### config.mk
export PLATFORM = sky130hd
export DESIGN_NAME = uart_tx_framed
export DESIGN_NICKNAME = d
export VERILOG_FILES = /design/src/rtl/uart_tx_framed.sv
export SDC_FILE = /design/constraint.sdc
export NUM_CORES = 1
export LEC_CHECK = 0
export ABC_AREA = 0
export BUFFER_PORTS_ARGS = -buffer_cell sky130_fd_sc_hd__buf_4
export CAP_MARGIN = 25
export CORE_ASPECT_RATIO = 1.5
export CORE_UTILIZATION = 65
export CTS_CLUSTER_DIAMETER = 30
export DETAILED_ROUTE_END_ITERATION = 10
export HOLD_SLACK_MARGIN = 0.05
export PLACE_DENSITY_LB_ADDON = 0.08
export SYNTH_ARGS = -nofsm -noshare
export SYNTH_HDL_FRONTEND = slang
export SYNTH_SLANG_ARGS = --single-unit
export TNS_END_PERCENT = 5
### constraint.sdc
create_clock -name i_Clock -period 9.1 [get_ports i_Clock]
set_input_delay 2.275 -clock i_Clock [delete_from_list [all_inputs] [get_ports i_Clock]]
set_output_delay 2.275 -clock i_Clock [all_outputs]
set_load 0.01 [all_outputs]
### src/rtl/uart_tx_framed.sv
// uart_tx_framed: UART transmitter with a write-side FIFO and a runtime
// frame format.
//
// Each frame is a start bit (0), DATA_WIDTH data bits sent LSB first, an
// optional parity bit and one or two stop bits (1). Every bit lasts N clocks,
// where N is the baud divisor captured when the word leaves the FIFO (0 is
// treated as 1). Queued words go out back-to-back with no idle gap.
//
// Ports:
//   i_Clock         system clock
//   i_Reset_N       asynchronous active-low reset; aborts any frame in flight
//   i_Clks_Per_Bit  clocks per bit (0 treated as 1), captured per frame
//   i_Parity_Mode   00 none, 01 odd, 10 even, 11 none; captured per frame
//   i_Two_Stop      1 = two stop bits, 0 = one; captured per frame
//   i_Tx_DV         write strobe, one word per cycle high
//   i_Tx_Data       word to enqueue
//   o_Tx_Ready      FIFO not full
//   o_Fifo_Count    current FIFO occupancy
//   o_Overflow      one-cycle pulse after a write attempted while full
//   o_Tx_Serial     serial line, idle high
//   o_Tx_Busy       high whenever a frame is in progress
//   o_Tx_Done       high during the last clock of each frame's final stop bit

module uart_tx_framed #(
    parameter int DATA_WIDTH = 8,
    parameter int FIFO_DEPTH = 4,
    parameter int CNT_WIDTH  = 16
) (
    input  logic                          i_Clock,
    input  logic                          i_Reset_N,
    input  logic [CNT_WIDTH-1:0]          i_Clks_Per_Bit,
    input  logic [1:0]                    i_Parity_Mode,
    input  logic                          i_Two_Stop,
    input  logic                          i_Tx_DV,
    input  logic [DATA_WIDTH-1:0]         i_Tx_Data,
    output logic                          o_Tx_Ready,
    output logic [$clog2(FIFO_DEPTH):0]   o_Fifo_Count,
    output logic                          o_Overflow,
    output logic                          o_Tx_Serial,
    output logic                          o_Tx_Busy,
    output logic                          o_Tx_Done
);

    localparam int PTR_W  = $clog2(FIFO_DEPTH);
    localparam int FCNT_W = PTR_W + 1;
    localparam int IDX_W  = $clog2(DATA_WIDTH);

    localparam logic [PTR_W-1:0]     PTR_ONE   = PTR_W'(1);
    localparam logic [FCNT_W-1:0]    FCNT_ONE  = FCNT_W'(1);
    localparam logic [FCNT_W-1:0]    FIFO_FULL = FCNT_W'(FIFO_DEPTH);
    localparam logic [CNT_WIDTH-1:0] CNT_ONE   = CNT_WIDTH'(1);
    localparam logic [IDX_W-1:0]     IDX_ONE   = IDX_W'(1);
    localparam logic [IDX_W-1:0]     IDX_LAST  = IDX_W'(DATA_WIDTH - 1);

    typedef enum logic [2:0] {
        ST_IDLE,
        ST_START,
        ST_DATA,
        ST_PARITY,
        ST_STOP
    } state_t;

    // ------------------------------------------------------------------
    // FIFO storage and bookkeeping
    // ------------------------------------------------------------------
    logic [DATA_WIDTH-1:0] mem_q [FIFO_DEPTH];
    logic [PTR_W-1:0]      wr_ptr_q, wr_ptr_d;
    logic [PTR_W-1:0]      rd_ptr_q, rd_ptr_d;
    logic [FCNT_W-1:0]     count_q,  count_d;
    logic                  ovf_q,    ovf_d;

    logic                  fifo_full;
    logic                  fifo_empty;
    logic                  wr_en;
    logic                  pop;
    logic [DATA_WIDTH-1:0] head;

    // ------------------------------------------------------------------
    // Transmit engine state
    // ------------------------------------------------------------------
    state_t                state_q,    state_d;
    logic [DATA_WIDTH-1:0] shift_q,    shift_d;
    logic [CNT_WIDTH-1:0]  bit_cnt_q,  bit_cnt_d;
    logic [CNT_WIDTH-1:0]  clks_q,     clks_d;
    logic [IDX_W-1:0]      idx_q,      idx_d;
    logic                  par_en_q,   par_en_d;
    logic                  par_bit_q,  par_bit_d;
    logic                  two_stop_q, two_stop_d;
    logic                  stop_idx_q, stop_idx_d;

    logic                  bit_end;
    logic                  load;
    logic                  frame_done;

    assign fifo_full  = (count_q == FIFO_FULL);
    assign fifo_empty = (count_q == '0);
    assign head       = mem_q[rd_ptr_q];
    assign bit_end    = (bit_cnt_q == clks_q - CNT_ONE);

    // A write is judged against the occupancy before any same-cycle pop,
    // so a full FIFO rejects the word even if the engine drains one.
    always_comb begin
        wr_en    = i_Tx_DV && !fifo_full;
        ovf_d    = i_Tx_DV && fifo_full;
        wr_ptr_d = wr_en ? (wr_ptr_q + PTR_ONE) : wr_ptr_q;
        rd_ptr_d = pop   ? (rd_ptr_q + PTR_ONE) : rd_ptr_q;
        count_d  = count_q;
        case ({wr_en, pop})
            2'b10:   count_d = count_q + FCNT_ONE;
            2'b01:   count_d = count_q - FCNT_ONE;
            default: count_d = count_q;
        endcase
    end

    // Next-state logic. Loading a new word can happen from IDLE or directly
    // from the final stop cycle, so the load side effects are gathered after
    // the case statement rather than duplicated in both branches.
    always_comb begin
        state_d    = state_q;
        shift_d    = shift_q;
        bit_cnt_d  = bit_cnt_q;
        clks_d     = clks_q;
        idx_d      = idx_q;
        par_en_d   = par_en_q;
        par_bit_d  = par_bit_q;
        two_stop_d = two_stop_q;
        stop_idx_d = stop_idx_q;
        load       = 1'b0;
        frame_done = 1'b0;

        case (state_q)
            ST_IDLE: begin
                if (!fifo_empty) begin
                    load = 1'b1;
                end
            end

            ST_START: begin
                if (bit_end) begin
                    bit_cnt_d = '0;
                    idx_d     = '0;
                    state_d   = ST_DATA;
                end else begin
                    bit_cnt_d = bit_cnt_q + CNT_ONE;
                end
            end

            ST_DATA: begin
                if (bit_end) begin
                    bit_cnt_d = '0;
                    if (idx_q == IDX_LAST) begin
                        stop_idx_d = 1'b0;
                        state_d    = par_en_q ? ST_PARITY : ST_STOP;
                    end else begin
                        idx_d   = idx_q + IDX_ONE;
                        shift_d = shift_q >> 1;
                    end
                end else begin
                    bit_cnt_d = bit_cnt_q + CNT_ONE;
                end
            end

            ST_PARITY: begin
                if (bit_end) begin
                    bit_cnt_d  = '0;
                    stop_idx_d = 1'b0;
                    state_d    = ST_STOP;
                end else begin
                    bit_cnt_d = bit_cnt_q + CNT_ONE;
                end
            end

            ST_STOP: begin
                if (bit_end) begin
                    bit_cnt_d = '0;
                    // stop_idx_q counts stop bits already sent (0 or 1);
                    // it equals two_stop_q on the final one.
                    if (stop_idx_q == two_stop_q) begin
                        frame_done = 1'b1;
                        if (!fifo_empty) begin
                            load = 1'b1;
                        end else begin
                            state_d = ST_IDLE;
                        end
                    end else begin
                        stop_idx_d = 1'b1;
                    end
                end else begin
                    bit_cnt_d = bit_cnt_q + CNT_ONE;
                end
            end

            default: begin
                state_d = ST_IDLE;
            end
        endcase

        if (load) begin
            shift_d    = head;
            clks_d     = (i_Clks_Per_Bit == '0) ? CNT_ONE : i_Clks_Per_Bit;
            par_en_d   = (i_Parity_Mode == 2'b01) || (i_Parity_Mode == 2'b10);
            // Even parity is the XOR of the data bits; odd is its inverse.
            par_bit_d  = (^head) ^ (i_Parity_Mode == 2'b01);
            two_stop_d = i_Two_Stop;
            bit_cnt_d  = '0;
            idx_d      = '0;
            stop_idx_d = 1'b0;
            state_d    = ST_START;
        end

        pop = load;
    end

    // ------------------------------------------------------------------
    // Registers
    // ------------------------------------------------------------------
    always_ff @(posedge i_Clock) begin
        if (wr_en) begin
            mem_q[wr_ptr_q] <= i_Tx_Data;
        end
    end

    always_ff @(posedge i_Clock or negedge i_Reset_N) begin
        if (!i_Reset_N) begin
            wr_ptr_q   <= '0;
            rd_ptr_q   <= '0;
            count_q    <= '0;
            ovf_q      <= 1'b0;
            state_q    <= ST_IDLE;
            shift_q    <= '0;
            bit_cnt_q  <= '0;
            clks_q     <= CNT_ONE;
            idx_q      <= '0;
            par_en_q   <= 1'b0;
            par_bit_q  <= 1'b0;
            two_stop_q <= 1'b0;
            stop_idx_q <= 1'b0;
        end else begin
            wr_ptr_q   <= wr_ptr_d;
            rd_ptr_q   <= rd_ptr_d;
            count_q    <= count_d;
            ovf_q      <= ovf_d;
            state_q    <= state_d;
            shift_q    <= shift_d;
            bit_cnt_q  <= bit_cnt_d;
            clks_q     <= clks_d;
            idx_q      <= idx_d;
            par_en_q   <= par_en_d;
            par_bit_q  <= par_bit_d;
            two_stop_q <= two_stop_d;
            stop_idx_q <= stop_idx_d;
        end
    end

    // ------------------------------------------------------------------
    // Outputs
    // ------------------------------------------------------------------
    // The line is decoded straight from state so that reset forces it high
    // without waiting for a clock edge.
    always_comb begin
        case (state_q)
            ST_START:  o_Tx_Serial = 1'b0;
            ST_DATA:   o_Tx_Serial = shift_q[0];
            ST_PARITY: o_Tx_Serial = par_bit_q;
            default:   o_Tx_Serial = 1'b1;
        endcase
    end

    assign o_Tx_Ready   = !fifo_full;
    assign o_Fifo_Count = count_q;
    assign o_Overflow   = ovf_q;
    assign o_Tx_Busy    = (state_q != ST_IDLE);
    assign o_Tx_Done    = frame_done;

endmodule
Word level (Yosys, flattened, before mapping)
Memories as Yosys holds them, arrays and structs flattened.
Index checks and enable logic that the tools add are counted.
{"block": "word_totals", "ff_bits": 58, "mem_bits_rw": 32, "inputBits": 30, "out_inout_bits": 8, "elab_cells": 106, "n_memories": 1}
{"block": "op_classes", "add_sub_neg": 7, "eq_ne": 23, "mux": 41, "n_bitwise": 1, "reduce_logical": 20}
{"name": "mem_q", "depth": 4, "word_bits": 8, "rd": 1, "rd_clocked_by_memory_dff": 0, "wr": 1, "line": "66", "source": "logic [DATA_WIDTH-1:0] mem_q [FIFO_DEPTH];"}
{"operator": "$mux W16", "count": 4}
{"operator": "$mux W3", "count": 13}
{"operator": "$mux W8", "count": 4}
{"operator": "$ne A3 B3 Y1 const B", "count": 9}
{"operator": "$add A16 B1 Y16 const B", "count": 1}
{"operator": "$eq A16 B16 Y1", "count": 1}
{"operator": "$logic_not A16 Y1", "count": 1}
{"operator": "$sub A16 B1 Y16 const B", "count": 1}
{"operator": "$pmux W3 S5", "count": 1}
{"operator": "$mux W1", "count": 14}
{"operator": "$pmux W3 S2", "count": 2}
{"operator": "$eq A3 B3 Y1 const B", "count": 3}
{"operator": "$reduce_and A8 Y1", "count": 1}
{"operator": "$reduce_bool A2 Y1", "count": 4}
{"operator": "$reduce_xor A8 Y1", "count": 1}
{"operator": "$add A3 B1 Y3 const B", "count": 2}
{"operator": "$eq A3 B2 Y1 const B", "count": 2}
{"operator": "$logic_not A3 Y1", "count": 2}
{"operator": "$pmux W1 S3", "count": 2}
{"operator": "$reduce_and A6 Y1", "count": 1}
{"operator": "$reduce_bool A3 Y1", "count": 2}
{"operator": "$add A2 B1 Y2 const B", "count": 2}
{"operator": "$eq A2 B1 Y1 const B", "count": 2}
{"operator": "$eq A2 B2 Y1 const B", "count": 2}
{"operator": "13 further kinds", "count": 15}

Longest topological paths before layout
{"block": "depth", "word_depth": 7, "depth_mapped": 16, "ltp_nobuf": 15}

Worst setup path after synthesis
No wires, ideal clock.
{"block": "synth_timing", "path_type": "register to output", "from": "register clks_q[0]", "to": "output port o_Tx_Done", "t_arrival_ns": 2.331, "t_required_ns": 6.825, "path_slack_ns": 4.494, "path_stages_with_launch": 9, "path_buffers": 0, "path_cell_list": "dfstp_2 inv_1 ha_1 xor3_1 or3b_1 mux2i_1 o211ai_2 nor4_4 and3_1"}
{"block": "synth_via", "elab_chain_cells": 4}
{"element": "start: declaration", "line": "84", "source": "logic [CNT_WIDTH-1:0] clks_q, clks_d;"}
{"element": "start signal: assignment", "line": "246", "source": "clks_q <= clks_d;"}
{"element": "$sub A16 B1 Y16", "line": "98", "source": "assign bit_end = (bit_cnt_q == clks_q - CNT_ONE);"}
{"element": "$eq A16 B16 Y1", "line": "98"}
{"element": "$mux W1", "line": "174", "source": "if (bit_end) begin"}
{"element": "$mux W1", "line": "131", "source": "case (state_q)"}
{"element": "end: declaration", "line": "41", "source": "output logic o_Tx_Done"}
Every way passes these cells.

Worst setup path in the final report
{"block": "layout_timing", "from": "register clks_q[2]", "to": "output port o_Tx_Done"}
Same word-level chain as after synthesis.

==> run metrics <==
outcome=completed; switch share=39.8%; FF+latch count, synth=90; Avg Vias per Cell=5.91; post-route ant nets=0; full die area=between 7000 and 8000 µm²; Max Cap Viol=0; Distinct cells, synth=71; sequential share of power=a little over two fifths; placer congestion estimate=roughly 0.9; asr flop ratio synth=about 64%; Die W=just over 70 µm; EDFF count, synth=32; CTS Root Cell=clkbuf_8; Syn Area/Cell=between 10 and 15 µm²; first-pass GRT wire length=16,300 µm; Filler Cells Inserted=490; TritonCTS Buffers=9; Critical-path top delay cell=dfrtp_1; setup TNS=0 ns; f_max=0.190 GHz; Die Span Y=~110 µm; Row Count=37; Area Growth Syn to Fin=11.0%; FF-to-FF Start=clks_q[8]; worst reg2reg path depth=11; CP Cell Sequence=or3_4, nor4b_1, o211ai_1, a211o_1, nor4_4, and3_1, buf_4; vias in the first global route=between 3,000 and 4,000; drt total wl=roughly 10000 µm; Setup-failing EPs final=0; clock latency on the worst-skew pair=about 0.36 ns; LEAKAGE=between 2 and 2.5 nW; Post-CTS Repair Setup Buffers=0; hpwl dp=roughly 7400 µm; Synth top cells by count=nand2_1, dfrtp_1, edfxtp_1; crit end category=primary output; Synth top area share=between 20% and 30%; Power Density=between 300 and 400 nW/µm²; gr usage total=between 20% and 30%; grt total ovfl=0; CTS tree=built; Worst Min Path Start=clks_q[0]; cell internal pwr=around 0.99 mW; Post-Place Cells=~550; hold crit path type=flip-flop to flip-flop; Relative slew margins=about half; fin. max-slew vios=0; drt wl/cell=between 15 and 20 µm; antenna violations before repair=0; pin count of the biggest net entering global routing=about 60; R2R setup slack=approximately 5 ns; Gate Count Post-Synth=between 400 and 500; fraction of layout cells with a size suffix above 1=18.5%; Clock Skews=approximately 0.011 ns; router iterations before antenna repair=4; Max VDD drop=around 0.24 mV; Clock transition at path regs=0.09 ns; largest area contributor in the netlist=dfrtp_1; Arr. time, crit path=around 3.0 ns; Worst Path Max Fanout=8; top-level port count=38; PortBufs=37; Gate power share=a little over two fifths; Max stage delay on crit path=roughly 0.5 ns; # DRC=0; most frequent cell after synthesis=nand2_1; largest cells by area after synthesis=dfrtp_1, edfxtp_1, nand2_1; Core Box Area=6990 µm²; Syn Std Cell Area=between 4000 and 5000 µm²; initial drt markers=between 200 and 250; type of origin of the critical path=flip-flop; clock power share=approximately 16%; antenna cells=0; clk sink count=90; RR Endpoint=o_Fifo_Count[1]; Critical Path RT=around 6.8 ns; Initial Util=around 68%; Hold Vio Cnt, Final=0; synth warn=0; worst setup path category=flip-flop to primary output; Hold EP=clks_q[0]; RSZ-0062 raised after global routing=false; Hold Buf Count CTS=0; Finished Layout Cells=around 570; post_cts resized=0; min cycle time layout=between 5 and 6 ns; Clock Path Buffers=2; Synthesized Nets=473; Least-Margin Pin Slew=0.733 ns; Synth Flop Type=dfrtp_1; fin nets=507; Psw=0.657 mW; period utilization=58.0%; Hold Crit Depth=2; H-tree Lvls=3; DR vias=between 3,000 and 4,000; sequential share of the synthesized area=just over 50%
==> cells in the final DEF, fill, tap and decap left out, drive strengths merged, types with 4 or more instances in the layout <==
cell | Yosys | routed
ha | 10 | 10
a22o | 4 | 4
buf | 6 | 37
nor2 | 23 | 23
dfrtp | 57 | 57
mux2 | 5 | 5
a21oi | 10 | 10
nand2 | 78 | 78
and3 | 8 | 8
o21a | 4 | 4
xor2 | 18 | 18
clkbuf | 8 | 9
clkinv | 1 | 5
nor3 | 16 | 16
nand4 | 7 | 7
mux4 | 8 | 8
xnor2 | 24 | 24
inv | 15 | 16
edfxtp | 32 | 32
nand3 | 13 | 13
or2 | 4 | 4
mux2i | 10 | 10
nor4 | 7 | 7
o21ai | 23 | 23
==> cell families after synthesis <==
kind of cell,share of synthesized area [%]
AND/OR/NAND/NOR,20.0
AO/OA/AOI/OAI,8.29
adder cells (fa/ha/maj),3.04
flip-flops,50.6
multiplexers,7.14
XOR/XNOR,8.22
buffers and inverters,2.70
==> metal layers <==
metal	share of wire, %	wire, µm	vias to the layer above	global-route usage, %
li1	-	-	1605	-
met3	3.3	330	30	5.92
met4	3.6	358	0	15.4
met5	0	0	-	0
met2	56	5590	68	52.8
met1	37	3700	1654	29.5
==> flip-flops by register name, summed over array words and instances, names as in the netlist <==
register,flops
stop_idx_q,1
o_Fifo_Count,3
mem_q,32
rd_ptr_q,2
bit_cnt_q,16
par_bit_q,1
clks_q,16
o_Overflow,1
two_stop_q,1
shift_q,8
wr_ptr_q,2
idx_q,3
par_en_q,1
state_q,3
==> layout make-up <==
class | count | area [µm²] | share of cell area [%]
flip-flops and latches | 90 | 2410 | 45.6
multi-input cells | 312 | 2220 | 42.1
repair buffers | 37 | 278 | 5.25
clock buffers | 9 | 124 | 2.34
well taps | 97 | 121 | 2.29
clock inverters | 7 | 67.6 | 1.28
inverters | 16 | 61.3 | 1.16
==> power by group through the flow <==
stage,clock network [mW],registers (mW),logic (mW)
floorplan,0,0.634,0.579
global placement,0,0.689,0.660
detailed placement,0,0.700,0.685
CTS,0.271,0.692,0.693
global route,0.286,0.712,0.762
finish,0.269,0.693,0.687
==> worst max-delay path by stage <==
stage | startpoint | endpoint | slack, ns | depth (start not counted)
6_report | clks_q[2] | o_Tx_Done | 3.82 | 7
5_1_grt | clks_q[2] | o_Tx_Done | 3.55 | 7
4_1_cts | clks_q[0] | o_Tx_Done | 3.81 | 9
3_5_place_dp | clks_q[0] | o_Tx_Done | 4.21 | 9
3_3_place_gp | clks_q[0] | o_Tx_Done | 4.28 | 9
2_1_floorplan | clks_q[0] | o_Tx_Done | 4.49 | 8
==> worst max-delay path, delay by kind of cell, from the launching register on <==
family | cells | cell delay [ns]
AO/OA/AOI/OAI | 2 | 0.67
buffers and inverters | 1 | 0.12
flip-flops | 1 | 0.49
AND/OR/NAND/NOR | 4 | 1.36
==> metrics by stage <==
step	instance area [µm²]	setup slack, ns	hold slack [ns]	util [%]	power (mW)
final	5290	3.82	0.508	75.7	1.65
after detailed placement	5100	4.21	0.496	72.9	1.39
after global placement	5100	4.28	0.485	72.9	1.35
after floorplan	4770	4.49	0.456	-	1.21
after global routing	5290	3.55	0.528	75.7	1.76
after CTS	5290	3.81	0.505	75.7	1.66
Power figures use the tool's default switching activity.
